## src/rtl/sdram_wb_bridge_pkg.sv

```systemverilog
// Shared types for the Wishbone-to-SDRAM-controller bridge: read FSM states and the
// posted-write FIFO entry layout.
package sdram_wb_bridge_pkg;

  typedef enum logic [2:0] {
    StIdle,
    StDrain,
    StRdIssue,
    StRdWait,
    StRdAck
  } bridge_state_e;

  // addr is sized for the widest controller; only the low ADDR_W bits are ever non-zero
  typedef struct packed {
    logic [3:0]  sel;
    logic [31:0] addr;
    logic [31:0] data;
  } wfifo_entry_t;

  localparam int unsigned WfifoEntryW   = $bits(wfifo_entry_t);
  localparam logic [31:0] DefTimeoutDat = 32'hDEADBEEF;

endpackage

```

## src/rtl/sdram_wb_bridge_if.sv

```systemverilog
// Wishbone slave side plus sdram_controller command side of the bridge, with status outputs.
interface sdram_wb_bridge_if #(
  parameter int unsigned ADDR_W  = 23,
  parameter int unsigned LEVEL_W = 3
);
  logic               wbs_stb_i;
  logic               wbs_cyc_i;
  logic               wbs_we_i;
  logic [3:0]         wbs_sel_i;
  logic [31:0]        wbs_dat_i;
  logic [31:0]        wbs_adr_i;
  logic               wbs_ack_o;
  logic [31:0]        wbs_dat_o;
  logic               ctrl_in_valid;
  logic               ctrl_rw;
  logic [ADDR_W-1:0]  ctrl_addr;
  logic [31:0]        ctrl_data;
  logic [3:0]         ctrl_sel;
  logic               ctrl_busy;
  logic               ctrl_out_valid;
  logic [31:0]        ctrl_rdata;
  logic [LEVEL_W-1:0] wfifo_level;
  logic               rd_timeout_o;

  modport slave (
    input  wbs_stb_i, wbs_cyc_i, wbs_we_i, wbs_sel_i, wbs_dat_i, wbs_adr_i,
    output wbs_ack_o, wbs_dat_o,
    output ctrl_in_valid, ctrl_rw, ctrl_addr, ctrl_data, ctrl_sel,
    input  ctrl_busy, ctrl_out_valid, ctrl_rdata,
    output wfifo_level, rd_timeout_o
  );

  modport master (
    output wbs_stb_i, wbs_cyc_i, wbs_we_i, wbs_sel_i, wbs_dat_i, wbs_adr_i,
    input  wbs_ack_o, wbs_dat_o,
    input  ctrl_in_valid, ctrl_rw, ctrl_addr, ctrl_data, ctrl_sel,
    output ctrl_busy, ctrl_out_valid, ctrl_rdata,
    input  wfifo_level, rd_timeout_o
  );

endinterface

```

## src/rtl/sdram_wb_bridge_wfifo.sv

```systemverilog
// Posted-write FIFO: power-of-two depth, registered occupancy, push ignored when full,
// pop ignored when empty. Head entry is presented combinationally on rdata.
module sdram_wb_bridge_wfifo #(
  parameter int unsigned Width = 68,
  parameter int unsigned Depth = 4,
  localparam int unsigned AW   = $clog2(Depth),
  localparam int unsigned LW   = AW + 1
) (
  input  logic             clk,
  input  logic             rst,
  input  logic             push,
  input  logic [Width-1:0] wdata,
  input  logic             pop,
  output logic [Width-1:0] rdata,
  output logic             full,
  output logic             empty,
  output logic [LW-1:0]    level
);

  logic [Width-1:0] mem [Depth];
  logic [AW-1:0]    wr_ptr_q, rd_ptr_q;
  logic [LW-1:0]    count_q;
  logic             do_push, do_pop;

  assign full    = (count_q == LW'(Depth));
  assign empty   = (count_q == '0);
  assign level   = count_q;
  assign rdata   = mem[rd_ptr_q];
  assign do_push = push & ~full;
  assign do_pop  = pop & ~empty;

  always_ff @(posedge clk) begin
    if (do_push) mem[wr_ptr_q] <= wdata;
  end

  always_ff @(posedge clk or posedge rst) begin
    if (rst) begin
      wr_ptr_q <= '0;
      rd_ptr_q <= '0;
      count_q  <= '0;
    end else begin
      if (do_push) wr_ptr_q <= wr_ptr_q + AW'(1);
      if (do_pop)  rd_ptr_q <= rd_ptr_q + AW'(1);
      case ({do_push, do_pop})
        2'b10:   count_q <= count_q + LW'(1);
        2'b01:   count_q <= count_q - LW'(1);
        default: count_q <= count_q;
      endcase
    end
  end

endmodule

```

## src/rtl/sdram_wb_bridge.sv

```systemverilog
// Wishbone slave front-end for sdram_controller: posted writes through a small FIFO, reads
// issued only after the FIFO drains, and a bounded read wait that returns a marker on timeout.
module sdram_wb_bridge
  import sdram_wb_bridge_pkg::*;
#(
  parameter int unsigned ADDR_W      = 23,
  parameter int unsigned WFIFO_DEPTH = 4,
  parameter int unsigned RD_TIMEOUT  = 64,
  parameter logic [31:0] TIMEOUT_DAT = DefTimeoutDat
) (
  input logic              wb_clk_i,
  input logic              wb_rst_i,
  sdram_wb_bridge_if.slave bus
);

  localparam int unsigned LW = $clog2(WFIFO_DEPTH) + 1;
  localparam int unsigned TW = $clog2(RD_TIMEOUT + 1);

  bridge_state_e     state_q;
  logic              ack_q;
  logic              timeout_q;
  logic [31:0]       dat_q;
  logic [ADDR_W-1:0] rd_addr_q;
  logic [TW-1:0]     timer_q;

  logic                   req, wr_accept, rd_req, drain, rd_issue;
  logic                   full, empty;
  logic [LW-1:0]          level;
  logic [ADDR_W-1:0]      req_addr;
  logic [WfifoEntryW-1:0] head_raw;
  wfifo_entry_t           push_entry, head;
  logic                   unused_bits;

  // Wishbone address is a byte address; the controller takes 32-bit word addresses.
  assign req_addr    = bus.wbs_adr_i[ADDR_W+1:2];
  assign unused_bits = ^{bus.wbs_adr_i[31:ADDR_W+2], bus.wbs_adr_i[1:0], head.addr[31:ADDR_W]};

  // Gating on ack_q stops the still-asserted strobe from being accepted twice.
  assign req       = bus.wbs_stb_i & bus.wbs_cyc_i & ~ack_q;
  assign wr_accept = req & bus.wbs_we_i & ~full;
  assign rd_req    = req & ~bus.wbs_we_i;
  assign drain     = ~empty & ~bus.ctrl_busy & ((state_q == StIdle) | (state_q == StDrain));
  assign rd_issue  = (state_q == StRdIssue) & ~bus.ctrl_busy;

  always_comb begin
    push_entry                   = '0;
    push_entry.sel               = bus.wbs_sel_i;
    push_entry.addr[ADDR_W-1:0]  = req_addr;
    push_entry.data              = bus.wbs_dat_i;
  end

  sdram_wb_bridge_wfifo #(
    .Width (WfifoEntryW),
    .Depth (WFIFO_DEPTH)
  ) u_wfifo (
    .clk   (wb_clk_i),
    .rst   (wb_rst_i),
    .push  (wr_accept),
    .wdata (push_entry),
    .pop   (drain),
    .rdata (head_raw),
    .full  (full),
    .empty (empty),
    .level (level)
  );

  assign head = wfifo_entry_t'(head_raw);

  always_comb begin
    bus.ctrl_in_valid = drain | rd_issue;
    bus.ctrl_rw       = drain;
    bus.ctrl_addr     = '0;
    bus.ctrl_data     = '0;
    bus.ctrl_sel      = '0;
    if (drain) begin
      bus.ctrl_addr = head.addr[ADDR_W-1:0];
      bus.ctrl_data = head.data;
      bus.ctrl_sel  = head.sel;
    end else if (rd_issue) begin
      bus.ctrl_addr = rd_addr_q;
    end
  end

  always_ff @(posedge wb_clk_i or posedge wb_rst_i) begin
    if (wb_rst_i) begin
      state_q   <= StIdle;
      ack_q     <= 1'b0;
      dat_q     <= '0;
      timeout_q <= 1'b0;
      timer_q   <= '0;
      rd_addr_q <= '0;
    end else begin
      ack_q <= wr_accept;
      unique case (state_q)
        StIdle: begin
          if (rd_req) begin
            rd_addr_q <= req_addr;
            state_q   <= empty ? StRdIssue : StDrain;
          end
        end
        StDrain: begin
          if (empty) state_q <= StRdIssue;
        end
        StRdIssue: begin
          if (!bus.ctrl_busy) begin
            timer_q <= '0;
            state_q <= StRdWait;
          end
        end
        StRdWait: begin
          // Real data wins over a timeout landing in the same cycle.
          if (bus.ctrl_out_valid) begin
            dat_q   <= bus.ctrl_rdata;
            ack_q   <= 1'b1;
            state_q <= StRdAck;
          end else if (timer_q == TW'(RD_TIMEOUT - 1)) begin
            dat_q     <= TIMEOUT_DAT;
            timeout_q <= 1'b1;
            ack_q     <= 1'b1;
            state_q   <= StRdAck;
          end else begin
            timer_q <= timer_q + TW'(1);
          end
        end
        StRdAck: state_q <= StIdle;
        default: state_q <= StIdle;
      endcase
    end
  end

  assign bus.wbs_ack_o    = ack_q;
  assign bus.wbs_dat_o    = dat_q;
  assign bus.wfifo_level  = level;
  assign bus.rd_timeout_o = timeout_q;

endmodule
```

## src/flat_wrapper.sv

```systemverilog
// flat-port wrapper written by rule: the top's interface ports become plain ports
module sdram_wb_bridge_flat import sdram_wb_bridge_pkg::*;
#(
  parameter int unsigned ADDR_W      = 23,
  parameter int unsigned WFIFO_DEPTH = 4,
  parameter int unsigned RD_TIMEOUT  = 64,
  parameter logic [31:0] TIMEOUT_DAT = DefTimeoutDat
)
  (wb_clk_i, wb_rst_i, bus_wbs_stb_i, bus_wbs_cyc_i, bus_wbs_we_i, bus_wbs_sel_i, bus_wbs_dat_i, bus_wbs_adr_i, bus_wbs_ack_o, bus_wbs_dat_o, bus_ctrl_in_valid, bus_ctrl_rw, bus_ctrl_addr, bus_ctrl_data, bus_ctrl_sel, bus_ctrl_busy, bus_ctrl_out_valid, bus_ctrl_rdata, bus_wfifo_level, bus_rd_timeout_o);
  sdram_wb_bridge_if #(.ADDR_W(ADDR_W)) bus_i ();
  input logic wb_clk_i;
  input logic wb_rst_i;
  input wire logic [$bits(bus_i.wbs_stb_i)-1:0] bus_wbs_stb_i;
  input wire logic [$bits(bus_i.wbs_cyc_i)-1:0] bus_wbs_cyc_i;
  input wire logic [$bits(bus_i.wbs_we_i)-1:0] bus_wbs_we_i;
  input wire logic [$bits(bus_i.wbs_sel_i)-1:0] bus_wbs_sel_i;
  input wire logic [$bits(bus_i.wbs_dat_i)-1:0] bus_wbs_dat_i;
  input wire logic [$bits(bus_i.wbs_adr_i)-1:0] bus_wbs_adr_i;
  output wire logic [$bits(bus_i.wbs_ack_o)-1:0] bus_wbs_ack_o;
  output wire logic [$bits(bus_i.wbs_dat_o)-1:0] bus_wbs_dat_o;
  output wire logic [$bits(bus_i.ctrl_in_valid)-1:0] bus_ctrl_in_valid;
  output wire logic [$bits(bus_i.ctrl_rw)-1:0] bus_ctrl_rw;
  output wire logic [$bits(bus_i.ctrl_addr)-1:0] bus_ctrl_addr;
  output wire logic [$bits(bus_i.ctrl_data)-1:0] bus_ctrl_data;
  output wire logic [$bits(bus_i.ctrl_sel)-1:0] bus_ctrl_sel;
  input wire logic [$bits(bus_i.ctrl_busy)-1:0] bus_ctrl_busy;
  input wire logic [$bits(bus_i.ctrl_out_valid)-1:0] bus_ctrl_out_valid;
  input wire logic [$bits(bus_i.ctrl_rdata)-1:0] bus_ctrl_rdata;
  output wire logic [$bits(bus_i.wfifo_level)-1:0] bus_wfifo_level;
  output wire logic [$bits(bus_i.rd_timeout_o)-1:0] bus_rd_timeout_o;
  assign bus_i.wbs_stb_i = bus_wbs_stb_i;
  assign bus_i.wbs_cyc_i = bus_wbs_cyc_i;
  assign bus_i.wbs_we_i = bus_wbs_we_i;
  assign bus_i.wbs_sel_i = bus_wbs_sel_i;
  assign bus_i.wbs_dat_i = bus_wbs_dat_i;
  assign bus_i.wbs_adr_i = bus_wbs_adr_i;
  assign bus_wbs_ack_o = bus_i.wbs_ack_o;
  assign bus_wbs_dat_o = bus_i.wbs_dat_o;
  assign bus_ctrl_in_valid = bus_i.ctrl_in_valid;
  assign bus_ctrl_rw = bus_i.ctrl_rw;
  assign bus_ctrl_addr = bus_i.ctrl_addr;
  assign bus_ctrl_data = bus_i.ctrl_data;
  assign bus_ctrl_sel = bus_i.ctrl_sel;
  assign bus_i.ctrl_busy = bus_ctrl_busy;
  assign bus_i.ctrl_out_valid = bus_ctrl_out_valid;
  assign bus_i.ctrl_rdata = bus_ctrl_rdata;
  assign bus_wfifo_level = bus_i.wfifo_level;
  assign bus_rd_timeout_o = bus_i.rd_timeout_o;
  sdram_wb_bridge #(.ADDR_W(ADDR_W), .WFIFO_DEPTH(WFIFO_DEPTH), .RD_TIMEOUT(RD_TIMEOUT), .TIMEOUT_DAT(TIMEOUT_DAT)) u_core (.wb_clk_i(wb_clk_i), .wb_rst_i(wb_rst_i), .bus(bus_i));
endmodule
```

## config.mk

```make
export PLATFORM = sky130hd
export DESIGN_NAME = sdram_wb_bridge_flat
export DESIGN_NICKNAME = d
export VERILOG_FILES = /design/src/rtl/sdram_wb_bridge_pkg.sv /design/src/rtl/sdram_wb_bridge_if.sv /design/src/rtl/sdram_wb_bridge_wfifo.sv /design/src/rtl/sdram_wb_bridge.sv /design/src/flat_wrapper.sv
export SDC_FILE = /design/constraint.sdc
export NUM_CORES = 1
export LEC_CHECK = 0
export BUFFER_PORTS_ARGS = -buffer_cell sky130_fd_sc_hd__buf_2
export CORE_AREA = 10 10 167 169
export DETAILED_ROUTE_END_ITERATION = 10
export DIE_AREA = 0 0 177 179
export GPL_TIMING_DRIVEN = 0
export PLACE_DENSITY = 0.74
export SLEW_MARGIN = 15
export SYNTH_ARGS = -nofsm -noshare
export SYNTH_HDL_FRONTEND = slang
export SYNTH_SLANG_ARGS = --single-unit
export TNS_END_PERCENT = 1
```

## constraint.sdc

```tcl
create_clock -name wb_clk_i -period 2.9 [get_ports wb_clk_i]
set_input_delay 0.145 -clock wb_clk_i [delete_from_list [all_inputs] [get_ports wb_clk_i]]
set_output_delay 0.145 -clock wb_clk_i [all_outputs]
set_load 0.02 [all_outputs]
```

==> results of run 1 <==
layer usage:
layer  routed length, um  up-vias
met1               11100     3548
met2               14200      198
met4                 806        0
met5                   0        -
met3                1260       63
li1                    -     3130
worst reg2reg max path: stages, from the launching register on:
cell	delay [ns]
dfrtp_1	0.41
inv_1	0.11
a31oi_1	0.62
and2_4	0.57
buf_12	0.28
repair_timing:
action | 4_1_cts | 5_1_grt
endpoints found under the setup margin | 0 | 4
endpoints found under the hold margin | 365 | 0
hold buffers | 92 | 0
buffers inserted | 0 | 2
final timing paths:
kind | from | endpoint | cells after the start
setup / recovery | u_core.u_wfifo.rd_ptr_q[1] | bus_ctrl_addr[10] | 5
hold / removal | bus_ctrl_out_valid | u_core.timer_q[2] | 3
setup reg to reg | u_core.u_wfifo.level[1] | u_core.u_wfifo.mem[0][15] | 4
hold reg to reg | u_core.bus.rd_timeout_o | u_core.bus.rd_timeout_o | 1
max in group asynchronous | wb_rst_i | u_core.rd_addr_q[3] | 4
min in group asynchronous | wb_rst_i | u_core.bus.wbs_dat_o[30] | 3
area by class of cell:
type	instances	share of cell area
Antenna cell	1	0.000161
Buffer	36	0.0124
Clock buffer	43	0.0581
Clock inverter	18	0.00699
Inverter	10	0.00289
Multi-Input combinational cell	260	0.189
Sequential cell	310	0.574
Tap cell	330	0.0265
Timing Repair Buffer	294	0.131
cells by family (layout without fill, tap and decap cells):
family,Yosys count,in the layout,synth area share
other,0,1,0
multiplexers,85,85,0.134
AND/OR/NAND/NOR,89,89,0.0457
AO/OA/AOI/OAI,73,73,0.0503
flip-flops,310,310,0.738
adder cells (fa/ha/maj),7,7,0.00786
buffers and inverters,46,401,0.0195
XOR/XNOR,6,6,0.00434
state kept, by name, indices dropped and copies added (netlist names):
| signal | cells |
|---|---|
| u_core.bus.rd_timeout_o | 1 |
| u_core.state_q | 3 |
| u_core.rd_addr_q | 23 |
| u_core.timer_q | 7 |
| u_core.bus.wbs_ack_o | 1 |
| u_core.bus.wbs_dat_o | 32 |
| u_core.u_wfifo.mem | 236 |
| u_core.u_wfifo.wr_ptr_q | 2 |
| u_core.u_wfifo.rd_ptr_q | 2 |
| u_core.u_wfifo.level | 3 |
power groups by stage:
stage / registers, mW / logic [mW] / clock network, mW
CTS: 5.75 / 4.63 / 3.99
detailed placement: 5.84 / 4.53 / 0
floorplan: 6.09 / 2.83 / 0
global route: 5.83 / 4.94 / 4.19
finish: 5.76 / 4.57 / 3.91
global placement: 5.83 / 4.42 / 0
through the flow:
stage	setup slack, ns	cells	instance area (um2)
floorplan	-0.0156	616	12100
global placement	-1.13	1141	13500
detailed placement	0.564	1146	13600
CTS	0.0926	1299	15600
global route	0.0805	1302	15600
finish	0.163	1302	15600
layout by cell type (no fill, tap or decap), types with 5 or more instances in the layout:
cell type	instances
and2_1	37
mux2_2	24
nor2_1	5
dlygate4sd3_1	92
buf_4	7
nand3_1	9
clkbuf_16	35
mux4_2	59
clkbuf_1	22
inv_1	8
dfrtp_1	74
ha_1	6
buf_2	209
o22a_1	24
a22o_1	31
edfxtp_1	236
nand2_1	12
clkinv_1	11
==> impl_metrics.tcl, run 1 <==
set metrics [dict create \
    status "finished clean" \
    gp_congestion 0.766 \
    grt_pass1_wl_mm 42.7 \
    grt_max_degree 52 \
    yosys-top-cells-area "edfxtp_1 59%, dfrtp_1 15%, mux4_2 11%" \
    fin_skew_ns 0.0215 \
    regArea_um2 8940 \
    ys_seq_area_frac 0.738 \
    ir_worst_vdd_uv 536 \
    internal-power_mw 9.72 \
    crit_type "flop to output port" \
    grt_antenna_before_repair 1 \
    yosysMostFrequentCell "edfxtp_1" \
    period_share 0.944 \
    drtIter0Drc 417 \
    rrSetupSlack_ns 0.56 \
    die-area_um2 31700 \
    track_usage 0.173 \
    cts_max_level 2 \
    syn_nets 730 \
    path_clk_slew_ns 0.06 \
    grt_util_met1 0.212 \
    synthTopCellsByCount "236 x edfxtp_1, 74 x dfrtp_1, 59 x mux4_2, 41 x and2_1, 31 x a22o_1" \
    fin_total_pwr_mw 14.2 \
    slew_headroom 0.470 \
    path_common_cell "clkbuf_1" \
    cts_max_path_buffers 3 \
    dr.pass1.iters 4 \
    hold_violations 0 \
    pwr-share-seq 0.404 \
    die_h_um 179 \
    cts_root_buf "clkbuf_16" \
    die_w_um 177 \
    cpLargestDelayFamily "buffers and inverters" \
    power.share.switching 0.318 \
    grt_pass1_vias 7617 \
    synth_edf_count 236 \
    switching_power_mw 4.53 \
    post_drt_wl_per_cell_um 21.1 \
    p_leak_nw 5.96 \
    cts.sinks 310 \
    rsz0062_at_grt "no" \
    design.core.area_um2 24700 \
    max_cap_violations 0 \
    wl_mm 27.4 \
    hold_path_class "primary input to flop" \
    use_met2 0.296 \
    yosys_warnings 0 \
    pwr-share-comb 0.321 \
    synth_cells 616 \
    vias 6939 \
    synth_area_um2 12100 \
    p_per_area_nw_per_um2 915 \
    synth_top_area_frac 0.585 \
    max_freq_mhz 365 \
    drcViolationCount 0 \
    ys_types 48 \
    path_max_fanout 10 \
    period_minus_slack_ns 2.74 \
    ys_ff_latch 310 \
    final_net_count 1060 \
    clkPwrFrac 0.275 \
    grt.met3_usage 0.0337 \
    yosys.area.top_type "edfxtp_1" \
    io_buffers 195 \
    grt_busiest_layer "met2" \
    finalSetupViolCount 0 \
    fillers 1709 \
    detail-route-antenna-nets 0 \
    cts_resized 0 \
    syn_avg_cell_area_um2 19.6 \
    slowest_delay_ns 0.65 \
    numCtsBuffers 34 \
    place_hpwl_mm 17.1 \
    hold_slack_ns 0.0616 \
    critPathCaptureType "output port" \
    placementRows 58 \
    synth-async-reset-ratio 0.239 \
    tns_ns 0 \
    initial_core_util 0.489 \
    tightest_slew_ns 0.795 \
    synthToLayoutAreaGrowth_pct 28.7 \
    drive_above_1_share 0.373 \
    finalMaxSlewViolations 0 \
    clk_latency_ns 0.52 \
    grt_remaining_overflow 0 \
    multiInputGateArea_um2 2940 \
    crit_arrival_ns 2.59 \
    start_kind "flop" \
    cpMaxStageDelayCell "clkbuf_1" \
    cp.buffers_inverters 3 \
    vias_per_cell 5.33 \
    synth_flop_cell "edfxtp_1" \
    final_util 0.630 \
    path_cells "clkbuf_1 -> clkbuf_1 -> mux4_2 -> a22o_1 -> buf_2" \
    cts_tree "done" \
    crit_required_ns 2.76 \
    num_io_pins 205 \
]
(Power assumes the default switching activity.)
==> run 2: changes to the inputs <==
--- a/config.mk
+++ b/config.mk
@@ -6,11 +6,11 @@
 export NUM_CORES = 1
 export LEC_CHECK = 0
 export BUFFER_PORTS_ARGS = -buffer_cell sky130_fd_sc_hd__buf_2
-export CORE_AREA = 10 10 167 169
+export CORE_AREA = 10 10 154 156
 export DETAILED_ROUTE_END_ITERATION = 10
-export DIE_AREA = 0 0 177 179
+export DIE_AREA = 0 0 164 166
 export GPL_TIMING_DRIVEN = 0
-export PLACE_DENSITY = 0.74
+export PLACE_DENSITY = 0.83
 export SLEW_MARGIN = 15
 export SYNTH_ARGS = -nofsm -noshare
 export SYNTH_HDL_FRONTEND = slang
==> constraint.sdc (replaced) <==
create_clock -name wb_clk_i -period 3.4 [get_ports wb_clk_i]
set_input_delay 0.17 -clock wb_clk_i [delete_from_list [all_inputs] [get_ports wb_clk_i]]
set_output_delay 0.17 -clock wb_clk_i [all_outputs]
set_load 0.02 [all_outputs]
==> run 2 against run 1 <==
  * Global-route usage grew 3.7 points
  * Sequential share of layout area down 0.12 points
  * Clock-buffer cell count decreased by 6
  * Power decreased by 11%
  * Via count increased by 2.6%
  * Clock skew fell by 0.0081 ns
  * Clock power decreased by 4%
  * Critical path type unchanged
  * Non-clock buffer count shrank 2
  * Design area up 0.22%
  * Worst setup slack better by 0.47 ns
  * Largest cell class unchanged
  * Routed wire length up 4.2%
==> impl_metrics.tcl, run 2 (synthesis results as in run 1) <==
set metrics [dict create \
    grt_pass1_wl_mm 44.9 \
    crit_path_start "u_core.state_q[1]" \
    cts_tree "done" \
    holdPathStages 3 \
    period_minus_slack_ns 2.76 \
    regToRegStartpoint "u_core.bus.wbs_ack_o" \
    clk_latency_ns 0.55 \
    cts_root_buf "clkbuf_16" \
    worstRegToRegCells 4 \
    die_w_um 164 \
    crit_required_ns 3.23 \
    max_cap_violations 0 \
    fillers 1169 \
    cts.sinks 310 \
    final_net_count 1055 \
    rsz0062_at_grt "no" \
    drcViolationCount 0 \
    r2r-end "u_core.u_wfifo.mem[0][16]" \
    gp_congestion 0.804 \
    path_clk_slew_ns 0.06 \
    fin_skew_ns 0.0134 \
    place_hpwl_mm 16.9 \
    vias 7121 \
    tightest_slew_ns 0.736 \
    worstHoldStart "bus_ctrl_out_valid" \
    ir_worst_vdd_uv 759 \
    crit_arrival_ns 2.59 \
    detail-route-antenna-nets 0 \
    p_leak_nw 6.00 \
    final_util 0.755 \
    track_usage 0.210 \
    crit_end "bus_ctrl_addr[11]" \
    io_buffers 195 \
    synthToLayoutAreaGrowth_pct 29.0 \
    period_share 0.813 \
    die_h_um 166 \
    slew_headroom 0.509 \
    grt_remaining_overflow 0 \
    setup_slack_ns 0.636 \
    final_cell_mix "236 x edfxtp_1, 209 x buf_2, 92 x dlygate4sd3_1" \
    numCtsBuffers 31 \
    hold_path_class "primary input to flop" \
    drive_above_1_share 0.381 \
    finalSetupViolCount 0 \
    post_drt_wl_per_cell_um 23.0 \
    status "finished clean" \
    p_per_area_nw_per_um2 809 \
    dpl_cell_area_um2 13500 \
    top_register "u_core.u_wfifo.mem" \
    cts_resized 0 \
    hold_slack_ns 0.0490 \
    design.core.area_um2 20700 \
    start_kind "flop" \
    critPathCaptureType "output port" \
    grt_antenna_before_repair 2 \
    grt_pass1_vias 7842 \
    path_max_fanout 10 \
    final_common_cell "edfxtp_1" \
    cts_max_path_buffers 3 \
    placementRows 53 \
    finalMaxSlewViolations 0 \
    hold_violations 0 \
    drtIter0Drc 551 \
    rrSetupSlack_ns 1.05 \
    max_freq_mhz 362 \
    dp_slack_ns 1.06 \
    dr.pass1.iters 5 \
    cts_max_level 1 \
    vias_per_cell 5.73 \
    crit_type "flop to output port" \
    num_io_pins 205 \
    die-area_um2 27200 \
    wl_mm 28.6 \
    largest_register_ffs 236 \
    initial_core_util 0.585 \
    final_area_um2 15600 \
    grt_max_degree 43 \
]
==> run 2: cell count changes in the layout (fill, tap and decap cells not counted), sizes merged <==
cell      delta
clkbuf       -6
clkinv       -7
buf          -2
bufinv       +8
clkinvlp     +2
diode        +1
==> run 2: final cells by class <==
class,count,area [um2],share of cell area
well taps,275,344,0.0220
diodes,2,5.00,0.000321
plain buffers,36,194,0.0124
flip-flops and latches,310,8940,0.572
clock buffers,37,818,0.0524
multi-input cells,260,2940,0.188
inverters,10,45.0,0.00288
clock inverters,21,327,0.0209
repair buffers,292,2000,0.128
==> run 2: worst max-delay path: stages, from the launching register on <==
cell	delay, ns
dfrtp_1	0.36
buf_2	0.19
nor4_4	0.67
buf_2	0.40
a22o_1	0.22
buf_2	0.19
==> run 2: worst min-delay path by stage <==
stage	end	slack, ns
floorplan	u_core.u_wfifo.mem[0][0]	0.27
global placement	u_core.u_wfifo.mem[2][1]	0.38
detailed placement	u_core.bus.wbs_dat_o[21]	0.22
CTS	u_core.timer_q[2]	0.03
global route	u_core.timer_q[2]	0.06
finish	u_core.timer_q[2]	0.05
==> run 2: routing by layer <==
metal,up-vias,global-route usage,share of wire
met5,-,0,0
met4,0,0.0758,0.032
met3,67,0.0322,0.049
met2,227,0.367,0.54
met1,3692,0.257,0.37
li1,3135,-,-
==> run 2: through the flow <==
| step | std cells | power [mW] | TNS (ns) |
|---|---|---|---|
| 6_report | 1243 | 12.6 | 0 |
| 5_1_grt | 1243 | 13.2 | 0 |
| 4_1_cts | 1241 | 12.6 | 0 |
| 3_5_place_dp | 1091 | 8.81 | 0 |
| 3_3_place_gp | 1086 | 8.70 | -132.23 |
| 2_1_floorplan | 616 | 7.61 | 0 |
==> run 2: timing repair <==
action / CTS / global route
setup buffers: 0 / 0
hold buffers: 92 / 0
hold endpoints to repair: 324 / 0
==> run 2: power by group <==
| part | switching (mW) | internal, mW | leakage (nW) |
|---|---|---|---|
| Clock | 1.42 | 2.33 | 0.551 |
| Sequential | 0.296 | 4.64 | 3.02 |
| Combinational | 2.21 | 1.73 | 2.43 |
| Total | 3.93 | 8.71 | 6.00 |
